<file path="src/rtl/prog_chain_loader.sv">
// Serialises configuration words MSB-first into a daisy-chained routing shift chain,
// generating prog_clk/prog_en and capturing the displaced contents as readback words.
module prog_chain_loader #(
  parameter int CHAIN_LEN = 64,
  parameter int WORD_W    = 8,
  parameter int CLK_DIV   = 1
) (
  input  logic              clk,
  input  logic              rst,
  input  logic              start,
  output logic              busy,
  output logic              done,
  input  logic [WORD_W-1:0] data_in,
  input  logic              data_valid,
  output logic              data_ready,
  output logic              prog_in,
  output logic              prog_clk,
  output logic              prog_en,
  input  logic              chain_out,
  output logic [WORD_W-1:0] rb_data,
  output logic              rb_valid
);

  localparam int CNT_W = (CHAIN_LEN > 1) ? $clog2(CHAIN_LEN) : 1;
  localparam int BIT_W = (WORD_W > 1) ? $clog2(WORD_W) : 1;
  localparam int DIV_W = (CLK_DIV > 1) ? $clog2(CLK_DIV) : 1;
  localparam logic [CNT_W-1:0] LAST_BIT = CNT_W'(CHAIN_LEN - 1);
  localparam logic [BIT_W-1:0] WORD_MSB = BIT_W'(WORD_W - 1);
  localparam logic [DIV_W-1:0] DIV_LAST = DIV_W'(CLK_DIV - 1);

  typedef enum logic [2:0] {
    S_IDLE  = 3'd0,
    S_FETCH = 3'd1,
    S_SETUP = 3'd2,
    S_HIGH  = 3'd3,
    S_LOW   = 3'd4,
    S_DONE  = 3'd5
  } state_t;

  state_t            state_r;
  state_t            state_s;
  logic [CNT_W-1:0]  bit_cnt_r;
  logic [BIT_W-1:0]  bit_idx_r;
  logic [DIV_W-1:0]  div_cnt_r;
  logic [WORD_W-1:0] shift_r;
  logic [WORD_W-1:0] rb_shift_r;
  logic [WORD_W-1:0] shift_next_s;
  logic              busy_r;
  logic              done_r;
  logic              data_ready_r;
  logic              prog_in_r;
  logic              prog_clk_r;
  logic              prog_en_r;
  logic              rb_valid_r;
  logic [WORD_W-1:0] rb_data_r;
  logic              xfer_s;
  logic              phase_last_s;
  logic              chain_last_s;
  logic              word_last_s;
  logic              timed_s;
  logic              next_bit_s;
  logic              first_setup_s;
  logic              rb_fire_s;
  logic              prog_en_s;
  logic              cur_bit_s;

  assign xfer_s        = data_ready_r & data_valid;
  assign phase_last_s  = (div_cnt_r == DIV_LAST);
  assign chain_last_s  = (bit_cnt_r == LAST_BIT);
  assign word_last_s   = (bit_idx_r == {BIT_W{1'b0}});
  assign timed_s       = (state_r == S_SETUP) || (state_r == S_HIGH) || (state_r == S_LOW);
  assign next_bit_s    = (state_r == S_LOW) && phase_last_s && !chain_last_s;
  assign first_setup_s = (state_s == S_SETUP) && (state_r != S_SETUP);
  assign shift_next_s  = shift_r << 1'b1;
  // A readback word closes on its last bit or on the chain's last bit (partial word)
  assign rb_fire_s     = (state_r == S_HIGH) && phase_last_s && (word_last_s || chain_last_s);

  // Next-state logic plus the combinational sources of prog_en and prog_in
  always_comb begin
    state_s   = state_r;
    prog_en_s = 1'b0;
    cur_bit_s = 1'b0;
    case (state_r)
      S_IDLE:  if (start) state_s = S_FETCH; else state_s = S_IDLE;
      S_FETCH: if (xfer_s) state_s = S_SETUP; else state_s = S_FETCH;
      S_SETUP: if (phase_last_s) state_s = S_HIGH; else state_s = S_SETUP;
      S_HIGH:  if (phase_last_s) state_s = S_LOW; else state_s = S_HIGH;
      S_LOW: begin
        if (!phase_last_s)     state_s = S_LOW;
        else if (chain_last_s) state_s = S_DONE;
        else if (word_last_s)  state_s = S_FETCH;
        else                   state_s = S_SETUP;
      end
      S_DONE:  state_s = S_IDLE;
      default: state_s = S_IDLE;
    endcase
    if (state_r == S_FETCH) cur_bit_s = data_in[WORD_W-1];
    else                    cur_bit_s = shift_next_s[WORD_W-1];
    case (state_s)
      S_SETUP, S_HIGH, S_LOW: prog_en_s = 1'b1;
      S_FETCH:                prog_en_s = prog_en_r;
      default:                prog_en_s = 1'b0;
    endcase
  end

  // State register, phase/bit counters and the data/readback shift registers
  always_ff @(posedge clk) begin
    if (rst) begin
      state_r    <= S_IDLE;
      bit_cnt_r  <= {CNT_W{1'b0}};
      bit_idx_r  <= {BIT_W{1'b0}};
      div_cnt_r  <= {DIV_W{1'b0}};
      shift_r    <= {WORD_W{1'b0}};
      rb_shift_r <= {WORD_W{1'b0}};
    end else begin
      state_r <= state_s;
      if (state_s != state_r) div_cnt_r <= {DIV_W{1'b0}};
      else if (timed_s)       div_cnt_r <= div_cnt_r + DIV_W'(1'b1);
      if ((state_r == S_IDLE) && start) bit_cnt_r <= {CNT_W{1'b0}};
      else if (next_bit_s)              bit_cnt_r <= bit_cnt_r + CNT_W'(1'b1);
      if (xfer_s) begin
        shift_r   <= data_in;
        bit_idx_r <= WORD_MSB;
      end else if (next_bit_s && !word_last_s) begin
        shift_r   <= shift_next_s;
        bit_idx_r <= bit_idx_r - BIT_W'(1'b1);
      end
      if ((state_r == S_SETUP) && phase_last_s)
        rb_shift_r <= (rb_shift_r << 1'b1) | WORD_W'(chain_out);
    end
  end

  // Output registers, all derived from the state being entered
  always_ff @(posedge clk) begin
    if (rst) begin
      busy_r       <= 1'b0;
      done_r       <= 1'b0;
      data_ready_r <= 1'b0;
      prog_in_r    <= 1'b0;
      prog_clk_r   <= 1'b0;
      prog_en_r    <= 1'b0;
      rb_valid_r   <= 1'b0;
      rb_data_r    <= {WORD_W{1'b0}};
    end else begin
      busy_r       <= (state_s != S_IDLE);
      done_r       <= (state_s == S_DONE);
      data_ready_r <= (state_s == S_FETCH);
      prog_clk_r   <= (state_s == S_HIGH);
      prog_en_r    <= prog_en_s;
      if (first_setup_s) prog_in_r <= cur_bit_s;
      rb_valid_r   <= rb_fire_s;
      // Unfilled low bits of a partial final word come out as zeros
      if (rb_fire_s) rb_data_r <= rb_shift_r << bit_idx_r;
    end
  end

  assign busy       = busy_r;
  assign done       = done_r;
  assign data_ready = data_ready_r;
  assign prog_in    = prog_in_r;
  assign prog_clk   = prog_clk_r;
  assign prog_en    = prog_en_r;
  assign rb_valid   = rb_valid_r;
  assign rb_data    = rb_data_r;

endmodule

</file>
<file path="config.mk">
export PLATFORM = sky130hd
export DESIGN_NAME = prog_chain_loader
export DESIGN_NICKNAME = d
export VERILOG_FILES = /design/src/rtl/prog_chain_loader.sv
export SDC_FILE = /design/constraint.sdc
export NUM_CORES = 1
export LEC_CHECK = 0
export ABC_AREA = 1
export CORE_ASPECT_RATIO = 1.1
export CORE_UTILIZATION = 25
export DETAILED_ROUTE_END_ITERATION = 10
export PLACE_DENSITY = 0.5
export SYNTH_ARGS = -nofsm -noshare
export SYNTH_HDL_FRONTEND = slang
export SYNTH_SLANG_ARGS = --single-unit
</file>
<file path="constraint.sdc">
create_clock -name clk -period 2.55 [get_ports clk]
set_input_delay 0.255 -clock clk [delete_from_list [all_inputs] [get_ports clk]]
set_output_delay 0.255 -clock clk [all_outputs]
set_load 0.02 [all_outputs]
</file>
; ---- Word-level counts from Yosys, hierarchy flattened
; Index checks and enable logic that the tools add are counted.
[totals]
ff_bits = 43
latchBits = 0
ramBits = 0
mem_bits_ro = 0
output_inout_bits = 15
memories = 0
[classes]
addsub = 3
n_mul = 0
n_div = 0
order_cmp = 0
eq_ne = 12
shift = 1
n_mux = 14
bitwise_logic = 3
reduce_logical = 20
[ops]
columns = op, count
row1 = $mux W3, 5
row2 = $pmux W3 S5, 1
row3 = $mux W7, 2
row4 = $eq A3 B2 Y1 const B, 4
row5 = $eq A3 B3 Y1 const B, 3
row6 = $logic_and A1 B1 Y1, 8
row7 = $or A8 B1 Y8, 1
row8 = $shl A8 B3 Y8, 1
row9 = $add A6 B1 Y6 const B, 1
row10 = $eq A3 B1 Y1 const B, 2
row11 = $eq A6 B6 Y1 const B, 1
row12 = $logic_not A3 Y1, 2
row13 = $mux W2, 2
row14 = $reduce_or A2 Y1, 2
row15 = $logic_or A1 B1 Y1, 3
row16 = $mux W1, 3
row17 = $ne A3 B2 Y1 const B, 1
row18 = $ne A3 B3 Y1, 1
row19 = $reduce_bool A3 Y1, 1
row20 = $reduce_or A3 Y1, 1
row21 = $sub A3 B1 Y3 const B, 1
row22 = $logic_not A1 Y1, 2
row23 = $pmux W1 S2, 1
row24 = $reduce_bool A2 Y1, 1
row25 = other kinds (3), 3

; ---- Logic depth before layout (Yosys ltp)
; Gate-level depths: netlist of run 1.
[logic_depth]
ltp_word = 8
depth_mapped = 12
ltp_nobuf = 11

; ---- Least setup slack after synthesis of run 1
; Ideal clock, no wire load.
[synth_path]
path_type = reg-to-reg
from = register bit_idx_r[1]
to = register prog_en_r (netlist: prog_en)
arrival_ps = 1413
required_time_ps = 2437
slack_ps = 1024
stages_incl_launch_ff = 12
period_less_slack_ps = 1526
path_cell_list = dfxtp_1 -> buf_2 -> inv_1 -> ha_1 -> nand2_2 -> inv_1 -> nor2_4 -> nand2_4 -> nand2_2 -> nor2_1 -> nand3_1 -> nand2_1
[synth_via]
elab_chain_len = 8
[synth_rtl]
columns = element, line
row1 = start: declaration, 43  ; logic [BIT_W-1:0] bit_idx_r;
row2 = start signal: assignment, 111  ; bit_idx_r <= {BIT_W{1'b0}};
row3 = start signal: assignment, 126  ; bit_idx_r <= bit_idx_r - BIT_W'(1'b1);
row4 = $logic_not A3 Y1 (*), 70  ; assign word_last_s = (bit_idx_r == {BIT_W{1'b0}});
row5 = $mux W2 (*), 91  ; else if (word_last_s) state_s = S_FETCH;
row6 = $mux W3 (*), 90  ; else if (chain_last_s) state_s = S_DONE;
row7 = $mux W3 (*), 89  ; if (!phase_last_s) state_s = S_LOW;
row8 = $pmux W3 S5 (*), 83  ; case (state_r)
row9 = $eq A3 B2 Y1 / $eq A3 B3 Y1 (equally long branches), 99  ; case (state_s)
row10 = $reduce_or A3 Y1, 99
row11 = $pmux W1 S2, 99
row12 = end signal: assignment, 149  ; prog_en_r <= prog_en_s;
row13 = end: declaration, 53  ; logic prog_en_r;
; Every way passes the cells marked *; elsewhere a longest branch is shown, timed or not.
; A chain may end at the register's enable or synchronous reset.

; ---- Final worst setup path of run 1
[layout_path]
from = register bit_idx_r[1]
to = register shift_r[3]
[layout_via]
elab_chain_len = 4
[layout_rtl]
columns = element, line
row1 = $logic_not A3 Y1, 70
row2 = $logic_not A1 Y1, 124  ; end else if (next_bit_s && !word_last_s) begin
row3 = $logic_and A1 B1 Y1, 124
row4 = $reduce_bool A2 Y1 (no source line), -
row5 = end signal: assignment, 113  ; shift_r <= {WORD_W{1'b0}};
row6 = end signal: assignment, 122  ; shift_r <= data_in;
row7 = end signal: assignment, 125  ; shift_r <= shift_next_s;
row8 = end: declaration, 45  ; logic [WORD_W-1:0] shift_r;
; Every way passes these cells.

==> results of run 1 <==
## cells in the final DEF (no fill, tap or decap), types with 4 or more instances in the layout
cell type,netlist,routed
nand2_1,66,66
dfxtp_1,43,43
nand3_1,29,29
o21ai_0,27,27
nor2_1,41,41
clkbuf_8,0,5
clkdlybuf4s50_1,0,27
inv_1,38,38
a21oi_1,26,26
nor2_4,5,5
inv_2,4,4
## kinds of logic (layout without fill, tap and decap cells)
group	Yosys count	count (layout)	synth area share (%)
AO/OA/AOI/OAI	59	59	14.3
XOR/XNOR	2	2	0.826
buffers and inverters	48	79	8.90
flip-flops	43	43	40.6
AND/OR/NAND/NOR	156	156	33.7
adder cells (fa/ha/maj)	3	3	1.77
## worst paths after layout
kind	slack (ns)	depth (start not counted)	end	start
worst max-delay path	0.74	10	shift_r[3]	bit_idx_r[1]
worst min-delay path	0.46	2	bit_cnt_r[4]	bit_cnt_r[4]
worst max register to register	0.74	10	shift_r[3]	bit_idx_r[1]
worst min register to register	0.46	2	bit_cnt_r[4]	bit_cnt_r[4]
## power groups by stage
stage | clock network [mW] | logic (mW) | registers, mW
after floorplan | 0 | 0.136 | 0.728
after global placement | 0 | 0.201 | 0.728
after detailed placement | 0 | 0.201 | 0.727
after CTS | 0.444 | 0.202 | 0.712
after global routing | 0.465 | 0.229 | 0.716
final | 0.423 | 0.200 | 0.711
## flip-flops by register name, indices dropped and copies added (netlist names)
register / cells
bit_idx_r: 3
prog_in: 1
prog_clk: 1
rb_data: 8
data_ready: 1
prog_en: 1
bit_cnt_r: 6
done: 1
busy: 1
state_r: 3
rb_shift_r: 8
div_cnt_r: 1
shift_r: 7
rb_valid: 1
## worst min-delay path: stages (launching register included)
cell     delay [ns]
dfxtp_1        0.33
inv_1          0.05
a21oi_1        0.05
## layout make-up
type                            count  share of cell area [%]
Timing Repair Buffer               29                    11.0
Sequential cell                    43                    33.2
Inverter                           42                    6.08
Multi-Input combinational cell    220                    41.4
Tap cell                          108                    5.21
Clock buffer                        7                    2.94
Clock inverter                      1                   0.193
## per-stage QoR
stage | cells | hold slack, ns | instance area [µm²]
after floorplan | 311 | 0.336 | 2120
after global placement | 442 | 0.449 | 2510
after detailed placement | 442 | 0.452 | 2510
after CTS | 450 | 0.465 | 2590
after global routing | 450 | 0.481 | 2590
final | 450 | 0.463 | 2590
## per-layer routing
layer  vias to the layer above  share of wire, %
met5                         -                 0
met4                         0              0.78
met3                         2               2.9
met2                        22                47
met1                       839                49
li1                       1053                 -
==> results.json, run 1 <==
{
  "nets": 357,
  "synth_enable_flop_cells": 0,
  "cts_resized": 0,
  "seqPwrFrac_pct": 53.3,
  "finalSetupViolations": 0,
  "final_antenna_net_count": 0,
  "slowest_stage": "dfxtp_1",
  "synth.yosys.seq_area_share_pct": 40.6,
  "p_switching_uw": 370,
  "cp-end-kind": "register",
  "synthFlopType": "dfxtp_1",
  "netlist_top_cells_count": "66 x nand2_1, 43 x dfxtp_1, 41 x nor2_1",
  "grtUsageTotal_pct": 11.3,
  "dr.first_iter.drc_count": 90,
  "dieArea_mm2": 0.00886,
  "cts-root-buf": "clkbuf_8",
  "rows": 34,
  "critPathBufInv": 3,
  "cts_max_level": 2,
  "initial_core_util_pct": 26.3,
  "synthesis.area_mm2": 0.00212,
  "power.total_mw": 1.33,
  "max_cap_violations": 0,
  "slowest_delay_ns": 0.50,
  "place_hpwl_mm": 3.43,
  "setup_ws_ns": 0.745,
  "drcViolationCount": 0,
  "yosysTopAreaCell": "dfxtp_1",
  "fin_crit_ns": 1.81,
  "n_antenna_cell": 0,
  "synthTopCellsByArea": "dfxtp_1 41%, nand2_1 12%, nor2_1 7.3%, nand3_1 6.8%, inv_1 6.7%",
  "overflow": 0,
  "syn2layout_area_growth_pct": 22.2,
  "min_path_type": "register to register",
  "grt_pass1_wl_mm": 8.24,
  "clock.fmax_mhz": 554,
  "wl_per_cell_um": 10.2,
  "grt_setup_unrepaired": "false",
  "path_cells": "inv_1 > ha_1 > nand2_2 > inv_1 > nor2_4 > nand2_4 > nand2_4 > inv_2 > nand2_1 > a21oi_1",
  "die_width_um": 89.8,
  "yosys_register_bits": 43,
  "routed_wl_mm": 4.60,
  "clock_latency_ns": 0.29,
  "yosysMostFrequentCell": "nand2_1",
  "portBuffers": 27,
  "combPwrFrac_pct": 15.0,
  "cts_max_path_buffers": 2,
  "syn-num-nets": 327,
  "critPathMaxFanout": 10,
  "groute.layer.met1.usage_pct": 13.4,
  "path_delay_family": "simple AND/OR/NAND/NOR gates",
  "synth_area_per_cell_um2": 6.82,
  "final_max_slew_viol_count": 0,
  "p_leak_nw": 1.06,
  "grt_pass1_vias": 1849,
  "cts_tree": "yes",
  "post_cts_buffers": 0,
  "firstDrtPassIters": 4,
  "numCtsBuffers": 5,
  "arrival_ns": 1.99,
  "p_int_uw": 964,
  "hold_violations": 0,
  "grt_use_met3_pct": 2.47,
  "start_kind": "register",
  "path_clk_slew_ns": 0.08,
  "async_flop_share_pct": 0,
  "fin_worst_skew_ns": 0.00408,
  "utilization_pct": 32.1,
  "ir_drop_uv": 192,
  "dp_slack_ns": 0.673,
  "yosysWarnings": 0,
  "drive_gt1_share_pct": 8.19,
  "power.density_mw_per_mm2": 515,
  "netSwitchingFraction_pct": 27.7,
  "multiInputGateArea_mm2": 0.00107,
  "grt_max_degree": 14,
  "busiest_layer": "met2",
  "die-height_um": 98.6,
  "power.share.clock_pct": 31.7,
  "register_area_um2": 861,
  "tritoncts_num_sinks": 43,
  "status": "completed",
  "hold_buffers": 0,
  "antenna_found_initial": 0,
  "gp_congestion": 0.781,
  "worst_pin_slew_ns": 0.475,
  "io_pins": 28,
  "crit_required_ns": 2.73,
  "vias_per_cell": 4.26,
  "use_met2_pct": 19.9,
  "synth_top_area_share_pct": 40.6,
  "criticalPathCategory": "register to register",
  "core_region_area_mm2": 0.00808,
  "period_share_pct": 70.8,
  "finalSetupTns_ns": 0,
  "max-slew-margin-rel_pct": 68.3,
  "fillCellCount": 934,
  "syn_inst": 311,
  "vias": 1916,
  "yosysUniqueCellTypes": 26
}
Note: power is estimated with default switching activity, not from simulation.
==> run 2, diff against run 1 <==
Settings changed: PLACE_DENSITY 0.5 to 0.52.
Clock period 2.55 ns to 1.6 ns, I/O delays scaled along.
==> run 2 against run 1 <==
  * Sequential share of layout area fell by 0.85 points
  * Critical path depth is 2 lower
  * Largest power group unchanged
  * Non-clock buffer count rose by 9
  * Flip-flop and latch count unchanged
  * Final cell count grew 2.0%
  * Utilization increased by 0.99 points
  * Global-route usage shrank 0.25 points
  * Clock power up 62%
  * Via count up 2.1%
==> results.json, run 2 (synthesized netlist as in run 1, its figures left out) <==
{
  "status": "completed",
  "slowest_delay_ns": 0.36,
  "io_pins": 28,
  "dieArea_mm2": 0.00886,
  "grt_max_degree": 14,
  "arrival_ns": 1.66,
  "clock_latency_ns": 0.30,
  "portBuffers": 27,
  "dr.first_iter.drc_count": 52,
  "n_antenna_cell": 0,
  "tritoncts_num_sinks": 43,
  "start_kind": "register",
  "grt_pass1_vias": 1811,
  "crit_required_ns": 1.79,
  "gp_congestion": 0.801,
  "rows": 34,
  "critPathMaxFanout": 8,
  "power.share.clock_pct": 31.7,
  "hold_ws_ns": 0.428,
  "fin_crit_ns": 1.47,
  "die-height_um": 98.6,
  "combPwrFrac_pct": 16.4,
  "path_clk_slew_ns": 0.08,
  "clock.fmax_mhz": 680,
  "netSwitchingFraction_pct": 27.9,
  "finalSetupViolations": 0,
  "die_width_um": 89.8,
  "max-slew-margin-rel_pct": 81.9,
  "drcViolationCount": 0,
  "max_cap_violations": 0,
  "grt_setup_unrepaired": "true",
  "seqPwrFrac_pct": 52.0,
  "place_area_mm2": 0.00258,
  "initial_core_util_pct": 26.3,
  "path_cells": "ha_2 > nand3_1 > nor2_2 > nor2_4 > nor2_4 > inv_2 > a21oi_1 > a21oi_1",
  "vias": 1956,
  "drive_gt1_share_pct": 12.5,
  "overflow": 0,
  "core_region_area_mm2": 0.00808,
  "cts_tree": "yes",
  "grt_pass1_wl_mm": 8.02,
  "cts_max_path_buffers": 2,
  "ir_drop_uv": 238,
  "final_common_cell": "nand2_1",
  "p_leak_nw": 1.10,
  "wl_per_cell_um": 10.0,
  "final_max_slew_viol_count": 0,
  "path_delay_family": "simple AND/OR/NAND/NOR gates",
  "firstDrtPassIters": 4,
  "p_switching_uw": 604,
  "power.density_mw_per_mm2": 809,
  "routed_wl_mm": 4.59,
  "worst_pin_slew_ns": 0.268,
  "post_cts_buffers": 0,
  "final_antenna_net_count": 0,
  "syn2layout_area_growth_pct": 25.9,
  "cp-end-kind": "register",
  "cts_max_level": 2,
  "critPathBufInv": 1,
  "fin_area_mm2": 0.00267,
  "antenna_found_initial": 0,
  "vias_per_cell": 4.26,
  "p_int_mw": 1.56,
  "fin_worst_skew_ns": 0.00637,
  "numCtsBuffers": 5,
  "place_hpwl_mm": 3.56,
  "period_share_pct": 91.9,
  "cts-root-buf": "clkbuf_8",
  "slowest_stage": "dfxtp_2",
  "grtUsageTotal_pct": 11.0,
  "nets": 366,
  "criticalPathCategory": "register to register",
  "min_path_type": "input pin to register",
  "hold_violations": 0,
  "mostFrequentLayoutCells": "66 x nand2_1, 40 x nor2_1, 40 x dfxtp_1"
}
-- run 2: timing repair --
| item | in CTS | in global routing |
|---|---|---|
| hold buffers | 0 | 0 |
| gates resized for setup | 0 | 6 |
| endpoints found under the hold margin | 0 | 0 |
| setup endpoints to repair | 0 | 18 |
-- run 2: final timing paths --
kind / from / endpoint / slack (ns) / cells past startpoint
max: bit_cnt_r[0] / rb_data[5] / 0.13 / 8
min: data_in[0] / shift_r[0] / 0.43 / 3
max reg2reg: bit_cnt_r[0] / rb_data[5] / 0.13 / 8
min reg2reg: shift_r[0] / shift_r[0] / 0.46 / 2
-- run 2: per-layer routing --
metal  global-route usage (%)  wire (µm)  part of all wire (%)  vias to the layer above
met5                        0          0                     0                        -
met4                     4.16         73                   1.6                        0
met3                     2.55        139                   3.0                        5
met2                     19.2       2160                    47                       23
met1                     13.1       2220                    48                      856
li1                         -          -                     -                     1072
-- run 2: through the flow --
step	power [mW]	setup WS, ns	TNS, ns	utilization (%)	instances
final	2.16	0.130	0	33.1	459
after global routing	2.28	-0.00264	-0.00498	33.1	459
after CTS	2.20	0.0249	0	33.0	459
after detailed placement	1.50	0.0481	0	31.9	451
after global placement	1.50	0.0688	0	31.9	451
after floorplan	1.38	0.0737	0	-	311
-- run 2: power groups by stage --
stage / sequential, mW / clock [mW] / combinational (mW)
2_1_floorplan: 1.16 / 0 / 0.217
3_3_place_gp: 1.15 / 0 / 0.356
3_5_place_dp: 1.15 / 0 / 0.356
4_1_cts: 1.12 / 0.718 / 0.358
5_1_grt: 1.13 / 0.752 / 0.401
6_report: 1.12 / 0.685 / 0.353
-- run 2: worst register-to-register path, cell delays in order (launching register included) --
cell and delay [ns]:
dfxtp_2 0.36, ha_2 0.19, nand3_1 0.11, nor2_2 0.15
nor2_4 0.07, nor2_4 0.19, inv_2 0.09, a21oi_1 0.13
a21oi_1 0.07
-- run 2: cell type report --
cell class	instances	area [µm²]
Tap cell	108	135
Multi-Input combinational cell	220	1080
Clock inverter	2	12.5
Inverter	42	158
Clock buffer	6	72.6
Timing Repair Buffer	38	353
Sequential cell	43	865
Fill cell	918	5410
==> edit (config.mk and constraints of run 1) <==
The parameter `CHAIN_LEN` goes from 64 to 128.
--- a/src/rtl/prog_chain_loader.sv
+++ b/src/rtl/prog_chain_loader.sv
@@ -3,3 +3,3 @@
 module prog_chain_loader #(
-  parameter int CHAIN_LEN = 64,
+  parameter int CHAIN_LEN = 128,
   parameter int WORD_W    = 8,
Formal check against the unedited RTL: no difference found for any inputs over 10 cycles, from zero or initial values and one cycle with rst high; that may be too few to reach the edited logic, so the function may still have changed.
==> edit against run 1 <==
  * Wire length grew 0.76%
  * Die area decreased by 2.7%
  * Via count decreased by 2.3%
  * Synthesized area fell by 2.7%
  * Power increased by 4.0%
  * Sequential cell count grew 1
  * Design area shrank 1.6%
  * Worst setup slack got worse by 0.082 ns
  * Critical path type unchanged
  * Largest cell class unchanged
==> edit: results (changes against run 1) <==
| Metric | Value |
|---|---|
| H-tree depth | 2 (unchanged) |
| Post-synthesis sequential area ratio | 42.7% (+2.1 points) |
| Number of global-route vias before repair | 1,816 (-1.8%) |
| Yosys warnings | 0 (unchanged) |
| Count of cell types in the netlist | 28 (+7.7%) |
| Final wirelength | 4630 um (+0.76%) |
| Via/cell ratio | 4.38 (+2.9%) |
| LEAKAGE | 1.00 nW (-5.8%) |
| Placement Cell Area | 2460 sq um (-2.0%) |
| Max VDD drop | 0.295 mV (+54%) |
| Clock Latency Late Sink | 0.29 ns (about the same) |
| Total GRT Usage | 11.7% (+0.44 points) |
| Asr flop ratio synth | 0% (unchanged) |
| CTS buffer count | 5 (unchanged) |
| Layout cells sized above 1 | 11.0% (+2.8 points) |
| Commonest cells post-synth | 57 x nand2_1, 44 x dfxtp_1, 39 x nor2_1 |
| HPWL after DPL | 3460 um (+0.93%) |
| Worst-margin pin slew | 0.392 ns (-0.0826 ns) |
| Nets | 334 (-6.4%) |
| DRT iter0 DRCs | 74 (-18%) |
| Max Buffers Root-to-Sink | 2 (unchanged) |
| Global-route wire length before repair | 8000 um (-2.9%) |
| Crit path DAT | 2.07 ns (+0.08 ns) |
| Initial antenna violation count | 0 (unchanged) |
| Fillers | 886 (-5.1%) |
| Final Skew | 0.00475 ns (+0.000670 ns) |
| WL/cell | 10.8 um (+6.2%) |
| Status | finished clean |
| CP max FO | 10 (unchanged) |
| GPL Wtd Cong | 0.896 (+15%) |
| Placed Cells incl. Taps | 419 (-5.2%) |
| Largest net degree at the start of global routing | 19 (+5) |
| Flop2flop setup slack | 0.66 ns (-0.08 ns) |
| Top cells by area, synth | dfxtp_1 43%, nand2_1 10%, o21ai_0 7.3% |
| Mapped Nets | 304 (-7.0%) |
| Syn avg cell area | 7.17 sq um (+5.1%) |
## edit: cell count changes in the layout (fill, tap and decap cells not counted), sizes merged, moves of 2 or more
| cell | delta |
|---|---|
| nand2 | -5 |
| a31oi | +7 |
| nand4 | +4 |
| nand3 | -14 |
| clkinv | +2 |
| inv | -14 |
| nor2 | -5 |
| o21ai | +5 |
| a21oi | -7 |
## edit: metrics by stage
stage               setup WS [ns]  power [mW]  hold WS (ns)
floorplan                   0.967       0.885         0.404
global placement            0.623       0.953         0.451
detailed placement          0.565       0.953         0.459
CTS                         0.661        1.41         0.478
global route                0.475        1.46         0.495
finish                      0.663        1.39         0.471
## edit: area by class of cell
cell class | instances | area (sq um) | area share, %
multi-input cells | 207 | 1040 | 40.9
flip-flops and latches | 44 | 881 | 34.5
repair buffers | 29 | 285 | 11.2
well taps | 108 | 135 | 5.30
inverters | 31 | 116 | 4.56
clock buffers | 8 | 90.1 | 3.53
## edit: power breakdown
group / switching, mW / total (mW) / internal [mW]
clock network: 0.229 / 0.450 / 0.221
logic: 0.124 / 0.204 / 0.0799
registers: 0.0224 / 0.733 / 0.711
## edit: critical path, stage by stage, from the launching register on
cell,delay (ns)
dfxtp_1,0.49
clkinv_1,0.30
ha_1,0.30
nand2_4,0.12
nand3_4,0.13
nand2_2,0.11
inv_2,0.06
nand2_2,0.08
nor2_1,0.04
nor2_1,0.08
nor2_1,0.05
## edit: worst paths after layout
path                start            to  cells past startpoint
min          bit_cnt_r[6]  bit_cnt_r[6]                      2
min reg2reg  bit_cnt_r[6]  bit_cnt_r[6]                      2
max reg2reg  bit_idx_r[1]       prog_en                     10
max          bit_idx_r[1]       prog_en                     10
## edit: cells by family after synthesis
logic type	after synthesis	share of synthesized area, %
XOR/XNOR	2	0.849
AO/OA/AOI/OAI	65	16.8
buffers and inverters	37	6.85
flip-flops	44	42.7
AND/OR/NAND/NOR	137	31.0
adder cells (fa/ha/maj)	3	1.82
## edit: routing by layer
layer	wire length [um]	part of all wire (%)	vias to the layer above	GRT usage (%)
li1	-	-	1005	-
met1	2320	50	837	14.6
met2	2110	45	25	19.2
met3	155	3.3	4	2.80
met4	48	1.0	0	4.34
met5	0	0	-	0
